===== config.mk =====
export PLATFORM = sky130hd
export DESIGN_NAME = uart_rx_ctrl
export DESIGN_NICKNAME = d
export VERILOG_FILES = /design/src/rtl/uart_pkg.sv /design/src/rtl/uart_rx_fifo.sv /design/src/rtl/uart_rx_ctrl.sv
export SDC_FILE = /design/constraint.sdc
export NUM_CORES = 1
export LEC_CHECK = 0
export BUFFER_PORTS_ARGS = -buffer_cell sky130_fd_sc_hd__buf_4
export CORE_MARGIN = 4
export CORE_UTILIZATION = 30
export DETAILED_ROUTE_END_ITERATION = 8
export PLACE_DENSITY_LB_ADDON = 0.2
export SYNTH_ARGS = -nofsm -noshare
export SYNTH_HDL_FRONTEND = slang
export SYNTH_HIERARCHICAL = 1
export SYNTH_SLANG_ARGS = --single-unit

===== constraint.sdc =====
create_clock -name clk -period 4.9 [get_ports clk]
set_clock_uncertainty 0.1 [all_clocks]
set_input_delay 0.245 -clock clk [delete_from_list [all_inputs] [get_ports clk]]
set_output_delay 0.245 -clock clk [all_outputs]
set_load 0.02 [all_outputs]

===== src/rtl/uart_pkg.sv =====
// ============================================================================
// Module : uart_pkg
// Brief  : Shared UART RX frame-controller types, FIFO entry layout and helpers
// Rev    : 1.0
// ============================================================================
`default_nettype none

package uart_pkg;

  typedef enum logic [1:0] {
    ST_IDLE      = 2'd0,
    ST_BUSY      = 2'd1,
    ST_WAIT_HIGH = 2'd2
  } rx_state_e;

  localparam int BYTE_LSB = 0;
  localparam int PAR_BIT  = 8;
  localparam int STOP_BIT = 9;
  localparam int ENTRY_W  = 10;

  function automatic logic [ENTRY_W-1:0] pack_entry(input logic [7:0] b,
                                                    input logic       par_err,
                                                    input logic       stop_err);
    logic [ENTRY_W-1:0] e;
    e                 = '0;
    e[BYTE_LSB +: 8]  = b;
    e[PAR_BIT]        = par_err;
    e[STOP_BIT]       = stop_err;
    return e;
  endfunction

  // Saturating counter step; an event in the clearing cycle still counts.
  function automatic logic [7:0] sat_step(input logic [7:0] c,
                                          input logic       inc,
                                          input logic       clr);
    if (clr)
      return {7'd0, inc};
    else if (inc && (c != 8'hFF))
      return c + 8'd1;
    else
      return c;
  endfunction

endpackage

`default_nettype wire


===== src/rtl/uart_rx_fifo.sv =====
// ============================================================================
// Module : uart_rx_fifo
// Brief  : Result FIFO, power-of-two DEPTH, reads zero when empty
// Rev    : 1.0
// ============================================================================
`default_nettype none

module uart_rx_fifo #(
  parameter int DEPTH = 4,
  parameter int WIDTH = 10
) (
  input  logic             clk,
  input  logic             rst,
  input  logic             push_i,
  input  logic             pop_i,
  input  logic [WIDTH-1:0] wdata_i,
  output logic [WIDTH-1:0] rdata_o,
  output logic             full_o,
  output logic             empty_o
);

  localparam int AW = (DEPTH > 1) ? $clog2(DEPTH) : 1;

  logic [WIDTH-1:0] mem_q [DEPTH];
  logic [AW-1:0]    wr_ptr_q;
  logic [AW-1:0]    rd_ptr_q;
  logic [AW:0]      count_q;
  logic             w_do_push;
  logic             w_do_pop;

  assign empty_o   = (count_q == '0);
  assign full_o    = (count_q == (AW+1)'(DEPTH));
  assign w_do_pop  = pop_i & ~empty_o;
  assign w_do_push = push_i & (~full_o | w_do_pop);
  assign rdata_o   = empty_o ? '0 : mem_q[rd_ptr_q];

  always_ff @(posedge clk) begin
    if (!rst) begin
      wr_ptr_q <= '0;
      rd_ptr_q <= '0;
      count_q  <= '0;
    end else begin
      if (w_do_push) wr_ptr_q <= wr_ptr_q + AW'(1);
      if (w_do_pop)  rd_ptr_q <= rd_ptr_q + AW'(1);
      case ({w_do_push, w_do_pop})
        2'b10:   count_q <= count_q + (AW+1)'(1);
        2'b01:   count_q <= count_q - (AW+1)'(1);
        default: count_q <= count_q;
      endcase
    end
  end

  always_ff @(posedge clk) begin
    if (w_do_push) mem_q[wr_ptr_q] <= wdata_i;
  end

endmodule

`default_nettype wire


===== src/rtl/uart_rx_ctrl.sv =====
// ============================================================================
// Module : uart_rx_ctrl
// Brief  : UART RX frame controller: start detect, parity shadow, timeout,
//          result FIFO and sticky status. Error counters built only with
//          UART_RX_ERRCNT_EN defined.
// Rev    : 1.0
// ============================================================================
`default_nettype none

module uart_rx_ctrl
  import uart_pkg::*;
#(
  parameter int DEPTH       = 4,
  parameter int TIMEOUT_CYC = 16
) (
  input  logic         clk,
  input  logic         rst,
  input  logic         rx_enable,
  input  logic         cfg_par_en,
  input  logic         cfg_par_typ,
  input  logic         clr_status,
  input  logic         rx_line,
  output logic         rx_start,
  output logic         rx_par_en,
  output logic         rx_par_typ,
  input  logic [7:0]   rx_p_data,
  input  logic         rx_data_valid,
  input  logic         rx_par_error,
  input  logic         rx_stop_error,
  output logic         m_valid,
  input  logic         m_ready,
  output logic [9:0]   m_data,
  output logic         busy,
  output logic         overrun,
  output logic         timeout,
  output logic [7:0]   par_err_cnt,
  output logic [7:0]   stop_err_cnt,
  output logic [7:0]   ovr_cnt
);

  localparam int CW = $clog2(TIMEOUT_CYC);

  rx_state_e     state_q;
  logic          par_en_q;
  logic          par_typ_q;
  logic [CW-1:0] tcnt_q;
  logic          timeout_q;
  logic          overrun_q;

  logic          w_idle;
  logic          w_push;
  logic          w_pop;
  logic          w_drop;
  logic          w_tmo;
  logic          w_full;
  logic          w_empty;

  assign w_idle     = (state_q == ST_IDLE);
  // Gated by rst so no start is issued while reset is held.
  assign rx_start   = rst & w_idle & rx_enable & ~rx_line;
  assign rx_par_en  = w_idle ? cfg_par_en  : par_en_q;
  assign rx_par_typ = w_idle ? cfg_par_typ : par_typ_q;
  assign busy       = ~w_idle;
  assign timeout    = timeout_q;
  assign overrun    = overrun_q;

  assign w_push = (state_q == ST_BUSY) & rx_data_valid;
  assign w_pop  = m_valid & m_ready;
  assign w_drop = w_push & w_full & ~w_pop;
  assign w_tmo  = (state_q == ST_BUSY) & ~rx_data_valid &
                  (tcnt_q == CW'(TIMEOUT_CYC - 1));

  always_ff @(posedge clk) begin
    if (!rst) begin
      state_q   <= ST_IDLE;
      par_en_q  <= 1'b0;
      par_typ_q <= 1'b0;
      tcnt_q    <= '0;
      timeout_q <= 1'b0;
      overrun_q <= 1'b0;
    end else begin
      case (state_q)
        ST_IDLE: begin
          if (rx_start) begin
            par_en_q  <= cfg_par_en;
            par_typ_q <= cfg_par_typ;
            tcnt_q    <= '0;
            state_q   <= ST_BUSY;
          end
        end
        ST_BUSY: begin
          tcnt_q <= tcnt_q + CW'(1);
          if (rx_data_valid || w_tmo) state_q <= ST_WAIT_HIGH;
        end
        ST_WAIT_HIGH: begin
          if (rx_line) state_q <= ST_IDLE;
        end
        default: state_q <= ST_IDLE;
      endcase

      if (w_tmo)           timeout_q <= 1'b1;
      else if (clr_status) timeout_q <= 1'b0;

      if (w_drop)          overrun_q <= 1'b1;
      else if (clr_status) overrun_q <= 1'b0;
    end
  end

  uart_rx_fifo #(
    .DEPTH (DEPTH),
    .WIDTH (ENTRY_W)
  ) u_fifo (
    .clk     (clk),
    .rst     (rst),
    .push_i  (w_push),
    .pop_i   (w_pop),
    .wdata_i (pack_entry(rx_p_data, rx_par_error, rx_stop_error)),
    .rdata_o (m_data),
    .full_o  (w_full),
    .empty_o (w_empty)
  );

  assign m_valid = ~w_empty;

`ifdef UART_RX_ERRCNT_EN
  logic [7:0] par_cnt_q;
  logic [7:0] stop_cnt_q;
  logic [7:0] ovr_cnt_q;

  always_ff @(posedge clk) begin
    if (!rst) begin
      par_cnt_q  <= 8'd0;
      stop_cnt_q <= 8'd0;
      ovr_cnt_q  <= 8'd0;
    end else begin
      par_cnt_q  <= sat_step(par_cnt_q,  w_push & rx_par_error,  clr_status);
      stop_cnt_q <= sat_step(stop_cnt_q, w_push & rx_stop_error, clr_status);
      ovr_cnt_q  <= sat_step(ovr_cnt_q,  w_drop,                 clr_status);
    end
  end

  assign par_err_cnt  = par_cnt_q;
  assign stop_err_cnt = stop_cnt_q;
  assign ovr_cnt      = ovr_cnt_q;
`else
  assign par_err_cnt  = 8'd0;
  assign stop_err_cnt = 8'd0;
  assign ovr_cnt      = 8'd0;
`endif

endmodule

`default_nettype wire


Word level (Yosys, flattened, before mapping) --
Memories as Yosys holds them, arrays and structs flattened. A register that Yosys moved wholly into a read port is not among the register bits. Cells that the tools add are included.
Cells by class: add/subtract/negate cells 5, equality and inequality tests 9, multiplexer cells 17, bitwise logic cells 18, reductions and logical operators 10
Operator list (number):
- $and 1x1->1 | 11
- $mux 10 | 1
- $mux 2 | 5
- $pmux 4 s2 | 1
- $reduce_bool 2->1 | 4
- $mux 1 | 7
- $not 1->1 | 6
- $pmux 2 s3 | 1
- $pmux 3 s2 | 1
- $add 2x1->2 const B | 2
- $add 4x1->4 const B | 1
- $eq 2x1->1 const B | 2
- $eq 2x2->1 const B | 2
- $eq 4x4->1 const B | 1
- $mux 4 | 1
- $ne 2x2->1 const B | 2
- $reduce_and 2->1 | 2
- $add 3x1->3 const B | 1
- $eq 3x3->1 const B | 1
- $logic_not 3->1 | 1
- $reduce_and 3->1 | 1
- $sub 3x1->3 const B | 1
- $logic_not 2->1 | 1
- $ne 2x1->1 const B | 1
- 2 further kinds | 2
Storage, ports and cells: register bits after elaboration 17, memory bits (writable) 40, output and inout bits 41, word-level logic and storage cells 69, memories kept 1
Memory list:
- u_fifo.mem_q | words 4, bits a word 10, rd ports 1, clocked after Yosys merged registers in 1, wr ports 1, RTL line uart_rx_fifo.sv:24 | logic [WIDTH-1:0] mem_q [DEPTH];

Longest topological paths before layout --
Gate-level depths: netlist of the first run.
word-level depth 8, gate-level depth with buffers 11, gate-level depth less buffers 8

Modules after synthesis --
Netlist of the first run, hierarchy kept.
By module, submodules not included:
- uart_rx_fifo | instances 1, cells an instance 131, area an instance 2114.5 um2, seq. area each 1381.3 um2
- uart_rx_ctrl | instances 1, cells an instance 88, area an instance 684.4 um2, seq. area each 200.2 um2

Least setup slack after synthesis of the first run --
No wires, ideal clock.
kind register -> register, start point register u_fifo.count_q[0], end point register u_fifo.count_q[2], setup time 0.126 ns, data arrival time 2.091 ns, slack 2.583 ns, cell stages (with the launch flop) 12, period minus slack after synthesis 2.317 ns, cell sequence dfxtp_1 > buf_2 > nor3_1 > buf_2 > nor2b_1 > buf_4 > o31ai_2 > nand2b_1 > fa_1 > nand2b_1 > o211ai_1 > a31oi_1
On the way: longest elaborated chain between the ends 8, elaborated cells on any way between the ends 14
RTL lines:
- from (decl) | RTL line uart_rx_fifo.sv:27 | logic [AW:0] count_q;
- from (signal assigned) | RTL line uart_rx_fifo.sv:46 | 2'b10: count_q <= count_q + (AW+1)'(1);
- from (signal assigned) | RTL line uart_rx_fifo.sv:47 | 2'b01: count_q <= count_q - (AW+1)'(1);
- from (signal assigned) | RTL line uart_rx_fifo.sv:48 | default: count_q <= count_q;
- $logic_not 3->1 (*) | RTL line uart_rx_fifo.sv:31 | assign empty_o = (count_q == '0);
- named net w_empty | RTL line uart_rx_ctrl.sv:56 | logic w_empty;
- $not 1->1 (*) | RTL line uart_rx_ctrl.sv:123 | assign m_valid = ~w_empty;
- $and 1x1->1 (*) | RTL line uart_rx_ctrl.sv:68 | assign w_pop = m_valid & m_ready;
- named net w_pop | RTL line uart_rx_ctrl.sv:52 | logic w_pop;
- $and 1x1->1 (*) | RTL line uart_rx_fifo.sv:33 | assign w_do_pop = pop_i & ~empty_o;
- $or 1x1->1 | RTL line uart_rx_fifo.sv:34 | assign w_do_push = push_i & (~full_o | w_do_pop);
- $and 1x1->1 | RTL line uart_rx_fifo.sv:34
- $eq 2x1->1 / $eq 2x2->1 (equally long branches) | RTL line uart_rx_fifo.sv:45 | case ({w_do_push, w_do_pop})
- $pmux 3 s2 / $reduce_bool 2->1 (equally long branches)
Mark *: on every way through the listed nets, which the timed path passes. The rest lies on a longest branch. A chain may end at the register's enable or synchronous reset.

Final worst setup path of the first run --
start point register u_fifo.count_q[2], end point register u_fifo.count_q[2]
Same word-level chain as after synthesis.

==> reports/results.tsv, run 1 <==
stage	metric	value	unit
detailed_routing	Detailed Route Iter0 Violations	63	
place	hpwl dp	3320	um
place	global placer's final weighted congestion	0.706	
setup_path	R2R Path Start	u_fifo/count_q[2]	
global_route	first-pass GRT wire length	7960	um
final_layout	most common cell after layout, fill and taps aside	edfxtp_1	
yosys	Synth area leader	edfxtp_1	
yosys	primary flip-flop cell chosen by synthesis mapping	edfxtp_1	
timing	number of hold violations in the final report	0	
power	combinational cell fraction of total power	6.7	%
final_layout	Layout Area Growth over Synthesis	16.9	%
timing	worst setup margin	1.88	ns
yosys	post-synthesis instance area	2800	sq um
final_layout	area occupied by registers	1580	sq um
timing	final-layout setup total negative slack	0	ns
timing	FMAX	331	MHz
yosys	number of distinct library cells after synthesis	45	
setup_path	worst r2r path cells	8	
setup_path	class of the most critical setup path	register to register	
final_layout	commonest non-fill, non-tap cells in the layout	edfxtp_1 (40), buf_4 (35), conb_1 (24)	
setup_path	data arrival time of the worst path	3.13	ns
setup_path	end of the worst register-to-register path	u_fifo/count_q[2]	
power	peak supply drop	0.000112	V
hold_path	end point of the most critical hold path	u_fifo/mem_q[1][3]	
clocking	H-tree depth	3	
detailed_routing	count of TritonRoute iterations in the first routing pass	4	
timing	actual transition at the worst max-transition pin	0.947	ns
setup_path	delay contributed by the slowest stage of the critical path	0.78	ns
run_status	run status	completed	
floorplan	# IOs	60	
floorplan	Total Die Area	10900	sq um
floorplan	Starting Density	31.5	%
setup_path	cell with the largest stage delay on the worst path	nor2b_1	
clocking	post-cts gate resize count	0	
power	internal power of the cells	0.000748	W
final_layout	total number of nets in the final design	284	
clocking	number of clock sinks	59	
final_layout	cell area after layout	3270	sq um
yosys	top cell type's share of synthesized area	42.9	%
final_layout	number of antenna diodes	0	
floorplan	placeable core region	8890	sq um
setup_path	critical path fanouts, max	12	
detailed_routing	drt total wl	4870	um
hold_path	launch point of the worst hold path	rx_p_data[3]	
final_layout	number of filler instances in the final layout	889	
clocking	Post-CTS Repair Setup Buffers	0	
final_layout	Multi-input gate area	1010	sq um
setup_path	element type at the critical path start	register	
setup_path	series of cell instances along the critical path	nor3_2 -> nor2b_1 -> o31ai_2 -> nand2b_1 -> fa_1 -> nand2b_1 -> o211ai_1 -> a31oi_1	
power	P_sw	0.000244	W
place	Area after DPL	3050	sq um
global_route	GRT Max-Usage Layer	met2	
detailed_routing	vias per std cell	4.38	
global_route	vias in the first global route	1632	
detailed_routing	routed length per placed instance	13.1	um
global_route	antenna violations before repair	0	
final_layout	final core utilization	36.8	%
yosys	dominant cells by area after synthesis	edfxtp_1 (43%), dfxtp_1 (14%), mux4_2 (8.0%), buf_4 (6.7%), nor2b_1 (2.7%)	
power	leak pwr	1.22	nW
hold_path	worst min-delay path category	input pin to register	
setup_path	dominant cell type by count on the critical path	nand2b_1	
yosys	Syn Inst Count	219	
clocking	cts-stage hold buffer count	4	
power	proportion of total power due to net switching	24.6	%
power	Power Dens Cells	303	nW/um^2
clocking	Root Driver	clkbuf_8	
detailed_routing	number of routed nets with antenna violations	0	
timing	setup repair after global routing missed its margin	false	
setup_path	critical path required time	5.01	ns
yosys	warning count from the yosys run	6	
timing	Final period util	61.6	%
timing	Tmin final	3.02	ns
timing	tightest slew margin relative to the limit	36.8	%
yosys	sequential fraction of the synthesis area	56.5	%
flow_run	Max Cap Violations	0	
hold_path	cell depth of the worst hold path	1	
detailed_routing	number of DRC violations after detailed routing	0	
floorplan	count of standard-cell rows	34	
clocking	CTS clk-pin slew, worst paths	0.07	ns
global_route	global route overflow	0	
global_route	met3 Use GR	2.71	%
yosys	Async SR Flop Fraction	0	%
global_route	pin count of the biggest net entering global routing	20	
detailed_routing	vias post-DR	1630	
power	share of total power in sequential cells	54.5	%
setup_path	minimum setup slack among reg-to-reg paths	1.88	ns
final_layout	ratio of cells with drive above 1 in the final layout	26.5	%
setup_path	sort of element at the end of the critical path	register	
floorplan	height of the die	105	um
floorplan	Horiz. Die Dim	105	um
place	number of buffer cells added on primary ports	35	
global_route	global-route track usage on met2	15.7	%
yosys	number of enable flip-flop cells after synthesis	40	
clocking	number of buffers inserted during clock tree synthesis	9	
timing	setup violation total in the final timing report	0	
clocking	Bufs on Longest Clock Path	2	
yosys	post-synthesis register bit count	59	
global_route	GR met1 Demand/Resource	10.9	%
global_route	gr usage total	9.44	%
yosys	synthesized area divided by synthesized cell count	12.8	sq um
clocking	clock latency of the later-clocked register in the worst-skew pair	0.33	ns
place	Setup WS pre-CTS	1.84	ns
timing	total count of max-transition violations in the final report	0	
power	fraction of power consumed by the clock network	38.8	%
clocking	CTS tree	done	
-- final cells by class --
type                       instances  share of cell area [%]
clock buffer                       9                    3.79
clock inverter                     7                    1.61
inverter                          15                    1.72
multi-input combinational        134                    30.9
sequential                        59                    48.3
tap                              108                    4.13
timing repair buffer              40                    9.56
-- logic make-up after synthesis --
family                     after synthesis  synth area share, %
muxes                                   16                 10.2
DFF                                     59                 56.5
and+or+nand+nor                         59                 11.8
adders and majority gates                6                 2.95
xor gates and xnor gates                 4                 1.25
other                                    1                0.134
AOI/OAI and AO/OA                       25                 6.48
buffers and inverters                   49                 10.7
-- worst max-delay path, delay by kind of cell, from the launching register on --
family	cells	cell delay, ns
flops	1	0.53
compound gates	3	0.46
fa+ha+maj	1	0.42
simple gates	4	1.39
-- how the worst max path moves through the flow --
stage / from / endpoint / slack [ns] / cells past startpoint
finish: u_fifo/count_q[2] / u_fifo/count_q[2] / 1.88 / 8
global route: u_fifo/count_q[1] / u_fifo/count_q[2] / 1.62 / 8
CTS: u_fifo/count_q[2] / u_fifo/mem_q[0][2] / 1.83 / 5
detailed placement: u_fifo/count_q[2] / u_fifo/mem_q[0][1] / 1.84 / 5
global placement: u_fifo/count_q[2] / u_fifo/mem_q[2][1] / 1.91 / 5
floorplan: u_fifo/count_q[0] / u_fifo/count_q[2] / 2.58 / 11
-- synthesized netlist by cell type (all sizes together) (2+ instances only) --
cell type and n:
edfxtp 40, buf 31, dfxtp 19, inv 15, nand2 14, nor2b 13
mux4 10, nor2 9, and2 6, mux2i 6, nand3 6, o21ai 6
ha 5, nand2b 4, a31oi 3, clkbuf 3, o22ai 3, xor2 3
a21boi 2, a21oi 2, o211ai 2, o21ba 2
-- state kept, by name, summed over array words and instances, names as in the netlist, named ones only --
register,flops
par_typ_q,1
tcnt_q,4
overrun,1
timeout,1
u_fifo/mem_q,40
u_fifo/wr_ptr_q,2
u_fifo/rd_ptr_q,2
u_fifo/count_q,3
par_en_q,1
state_q,2
-- routing by layer --
layer  part of all wire [%]  vias up  wire length, um
li1                       -      807                -
met2                     50       41             2430
met4                    2.3        0              110
met3                    4.2        8              207
met5                      0        -                0
met1                     44      774             2120
-- metrics by stage --
stage          hold slack, ns  total power, W  std cells
3_5_place_dp            0.354        0.000615        351
6_report               0.0151        0.000991        372
2_1_floorplan           0.244        0.000605        242
4_1_cts               0.00146         0.00101        371
3_3_place_gp            0.345        0.000615        351
5_1_grt               0.00587         0.00104        372
-- power groups by stage --
| stage | combinational (W) | sequential, W | clock, W |
|---|---|---|---|
| after detailed placement | 0.0000641 | 0.000551 | 0 |
| after global routing | 0.0000735 | 0.000540 | 0.000427 |
| final | 0.0000668 | 0.000540 | 0.000385 |
| after floorplan | 0.0000553 | 0.000550 | 0 |
| after CTS | 0.0000668 | 0.000540 | 0.000400 |
| after global placement | 0.0000640 | 0.000551 | 0 |
(Power assumes the default switching activity.)
==> run 2, diff against run 1 <==
clock period = 2.9 ns   (was 4.9 ns; I/O delays follow)
==> run 2 against run 1 <==
Register-to-register slack got worse by 1.2 ns. Via count increased by 3.4%. Core utilization increased by 1.1 points. Critical endpoint is now u_fifo/mem_q[1][2]. Highest routed layer unchanged.
==> reports/results.tsv, run 2 (synthesis gave the netlist of run 1 again) <==
stage	metric	value	unit	change
final_layout	area occupied by registers	1580	sq um	unchanged
setup_path	minimum setup slack among reg-to-reg paths	0.64	ns	was 1.88 ns
timing	number of hold violations in the final report	0		unchanged
detailed_routing	number of routed nets with antenna violations	0		unchanged
setup_path	end point of the critical path	u_fifo/mem_q[1][2]		was u_fifo/count_q[2]
clocking	cts-stage hold buffer count	13		was 4
floorplan	# IOs	60		unchanged
flow_run	Max Cap Violations	0		unchanged
clocking	H-tree depth	3		unchanged
setup_path	launch point of the critical path	state_q[0]		was u_fifo/count_q[2]
detailed_routing	vias post-DR	1686		was 1630
timing	total count of max-transition violations in the final report	0		unchanged
detailed_routing	count of TritonRoute iterations in the first routing pass	5		was 4
global_route	GR met1 Demand/Resource	13.4	%	was 10.9%
global_route	GRT Max-Usage Layer	met2		unchanged
power	share of total power in sequential cells	54.8	%	was 54.5%
floorplan	height of the die	105	um	unchanged
power	combinational cell fraction of total power	7.5	%	was 6.7%
power	P_sw	0.000403	W	was 0.000244 W
setup_path	critical path required time	2.77	ns	was 5.01 ns
global_route	global-route track usage on met2	14.8	%	was 15.7%
timing	Final period util	77.9	%	was 61.6%
final_layout	registers with the highest flip-flop counts	u_fifo/mem_q x40, tcnt_q x4, u_fifo/count_q x3		unchanged
clocking	CTS tree	done		unchanged
timing	setup repair after global routing missed its margin	false		unchanged
detailed_routing	routed length per placed instance	13.6	um	was 13.1 um
floorplan	count of standard-cell rows	34		unchanged
run_status	run status	completed		unchanged
clocking	Root Driver	clkbuf_8		unchanged
timing	FMAX	443	MHz	was 331 MHz
timing	setup violation total in the final timing report	0		unchanged
clocking	number of clock sinks	59		unchanged
place	global placer's final weighted congestion	0.724		was 0.706
setup_path	R2R Path Start	state_q[0]		was u_fifo/count_q[2]
final_layout	Multi-input gate area	1010	sq um	unchanged
final_layout	most common cell after layout, fill and taps aside	edfxtp_1		unchanged
setup_path	dominant cell type by count on the critical path	and2_1		was nand2b_1
global_route	vias in the first global route	1691		was 1632
timing	Tmin final	2.26	ns	was 3.02 ns
final_layout	number of antenna diodes	0		unchanged
setup_path	class of the most critical setup path	register to register		unchanged
floorplan	Horiz. Die Dim	105	um	unchanged
place	number of buffer cells added on primary ports	35		unchanged
power	total chip power	0.00167	W	was 0.000991 W
floorplan	placeable core region	8890	sq um	unchanged
clocking	Post-CTS Repair Setup Buffers	0		unchanged
setup_path	critical path fanouts, max	10		was 12
clocking	clock latency of the later-clocked register in the worst-skew pair	0.33	ns	about the same
clocking	CTS clk-pin slew, worst paths	0.07	ns	about the same
final_layout	Largest register FFs	40		unchanged
setup_path	cell depth of the worst setup path	6		was 8
clocking	post-cts gate resize count	0		unchanged
setup_path	element type at the critical path start	register		unchanged
detailed_routing	Detailed Route Iter0 Violations	92		was 63
setup_path	data arrival time of the worst path	2.13	ns	was 3.13 ns
global_route	antenna violations before repair	0		unchanged
power	peak supply drop	0.000233	V	was 0.000112 V
floorplan	Starting Density	31.5	%	unchanged
timing	final-layout setup total negative slack	0	ns	unchanged
detailed_routing	vias per std cell	4.40		was 4.38
hold_path	worst min-delay path category	input pin to register		unchanged
clocking	number of buffers inserted during clock tree synthesis	9		unchanged
clocking	Bufs on Longest Clock Path	2		unchanged
global_route	first-pass GRT wire length	8500	um	was 7960 um
place	hpwl dp	3660	um	was 3320 um
global_route	pin count of the biggest net entering global routing	20		unchanged
final_layout	commonest non-fill, non-tap cells in the layout	edfxtp_1 (40), buf_4 (39), conb_1 (24)		was edfxtp_1 (40), buf_4 (35), conb_1 (24)
power	proportion of total power due to net switching	24.2	%	was 24.6%
final_layout	final core utilization	37.9	%	was 36.8%
power	internal power of the cells	0.00126	W	was 0.000748 W
global_route	global route overflow	0		unchanged
final_layout	top register by number of flip-flops	u_fifo/mem_q		unchanged
setup_path	end of the worst register-to-register path	u_fifo/mem_q[1][2]		was u_fifo/count_q[2]
final_layout	Layout Area Growth over Synthesis	20.5	%	was 16.9%
floorplan	Total Die Area	10900	sq um	unchanged
detailed_routing	drt total wl	5190	um	was 4870 um
global_route	met3 Use GR	3.39	%	was 2.71%
final_layout	ratio of cells with drive above 1 in the final layout	26.5	%	about the same
setup_path	kind of cell with the highest combined delay on the critical path	simple AND/OR/NAND/NOR gates		unchanged
timing	actual transition at the worst max-transition pin	0.680	ns	was 0.947 ns
setup_path	number of buffer and inverter instances along the worst setup path	2		was 0
final_layout	total number of nets in the final design	296		was 284
power	leak pwr	1.26	nW	was 1.22 nW
detailed_routing	number of DRC violations after detailed routing	0		unchanged
power	Power Dens Cells	494	nW/um^2	was 303 nW/um^2
setup_path	worst r2r path cells	6		was 8
setup_path	cell with the largest stage delay on the worst path	and2_1		was nor2b_1
timing	tightest slew margin relative to the limit	54.6	%	was 36.8%
setup_path	sort of element at the end of the critical path	register		unchanged
setup_path	series of cell instances along the critical path	nor2b_1 -> buf_4 -> and2_1 -> inv_1 -> a31oi_2 -> and2_1		was nor3_2 -> nor2b_1 -> o31ai_2 -> nand2b_1 -> fa_1 -> nand2b_1 -> o211ai_1 -> a31oi_1
final_layout	number of filler instances in the final layout	858		was 889
setup_path	delay contributed by the slowest stage of the critical path	0.53	ns	was 0.78 ns
global_route	gr usage total	9.99	%	was 9.44%
power	fraction of power consumed by the clock network	37.6	%	was 38.8%
-- run 2: per-layer routing --
layer	share of wire (%)	vias up	wire length [um]
met2	45	54	2330
met1	48	796	2490
met4	1.3	0	68
met5	0	-	0
li1	-	830	-
met3	5.8	6	301
-- run 2: layout make-up --
class | instances | share of cell area, %
Inverter | 15 | 1.67
Timing Repair Buffer | 52 | 12.5
Sequential cell | 59 | 46.9
Tap cell | 108 | 4.01
Clock inverter | 6 | 1.30
Multi-Input combinational cell | 134 | 29.9
Clock buffer | 9 | 3.67
-- run 2: worst min-delay path by stage --
stage               slack, ns  cells past startpoint          start                 end
global route             0.02                      4        rx_line          state_q[1]
CTS                     0.007                      3  rx_data_valid             timeout
global placement         0.26                      1   rx_p_data[2]  u_fifo/mem_q[3][2]
finish                   0.02                      4        rx_line          state_q[1]
floorplan                0.14                      0   rx_p_data[0]  u_fifo/mem_q[0][0]
detailed placement       0.25                      1   rx_p_data[2]  u_fifo/mem_q[3][2]
-- run 2: power by group through the flow --
stage          sequential [W]  combinational [W]  clock, W
2_1_floorplan        0.000929          0.0000935         0
3_3_place_gp         0.000931           0.000113         0
3_5_place_dp         0.000931           0.000112         0
4_1_cts              0.000913           0.000126  0.000647
5_1_grt              0.000913           0.000137  0.000688
6_report             0.000913           0.000126  0.000627
-- run 2: worst reg2reg max path, cell delays in order (launching register included) --
cell and delay (ns):
dfxtp_1 0.45, nor2b_1 0.16, buf_4 0.15, and2_1 0.15, inv_1 0.07, a31oi_2 0.29, and2_1 0.53
-- run 2: through the flow --
step	cells	setup slack, ns	cell area (sq um)	hold slack (ns)
5_1_grt	383	0.476	3370	0.0243
6_report	383	0.642	3370	0.0227
3_3_place_gp	355	0.660	3080	0.262
2_1_floorplan	242	0.583	2890	0.144
4_1_cts	383	0.572	3370	0.00710
3_5_place_dp	355	0.610	3080	0.254
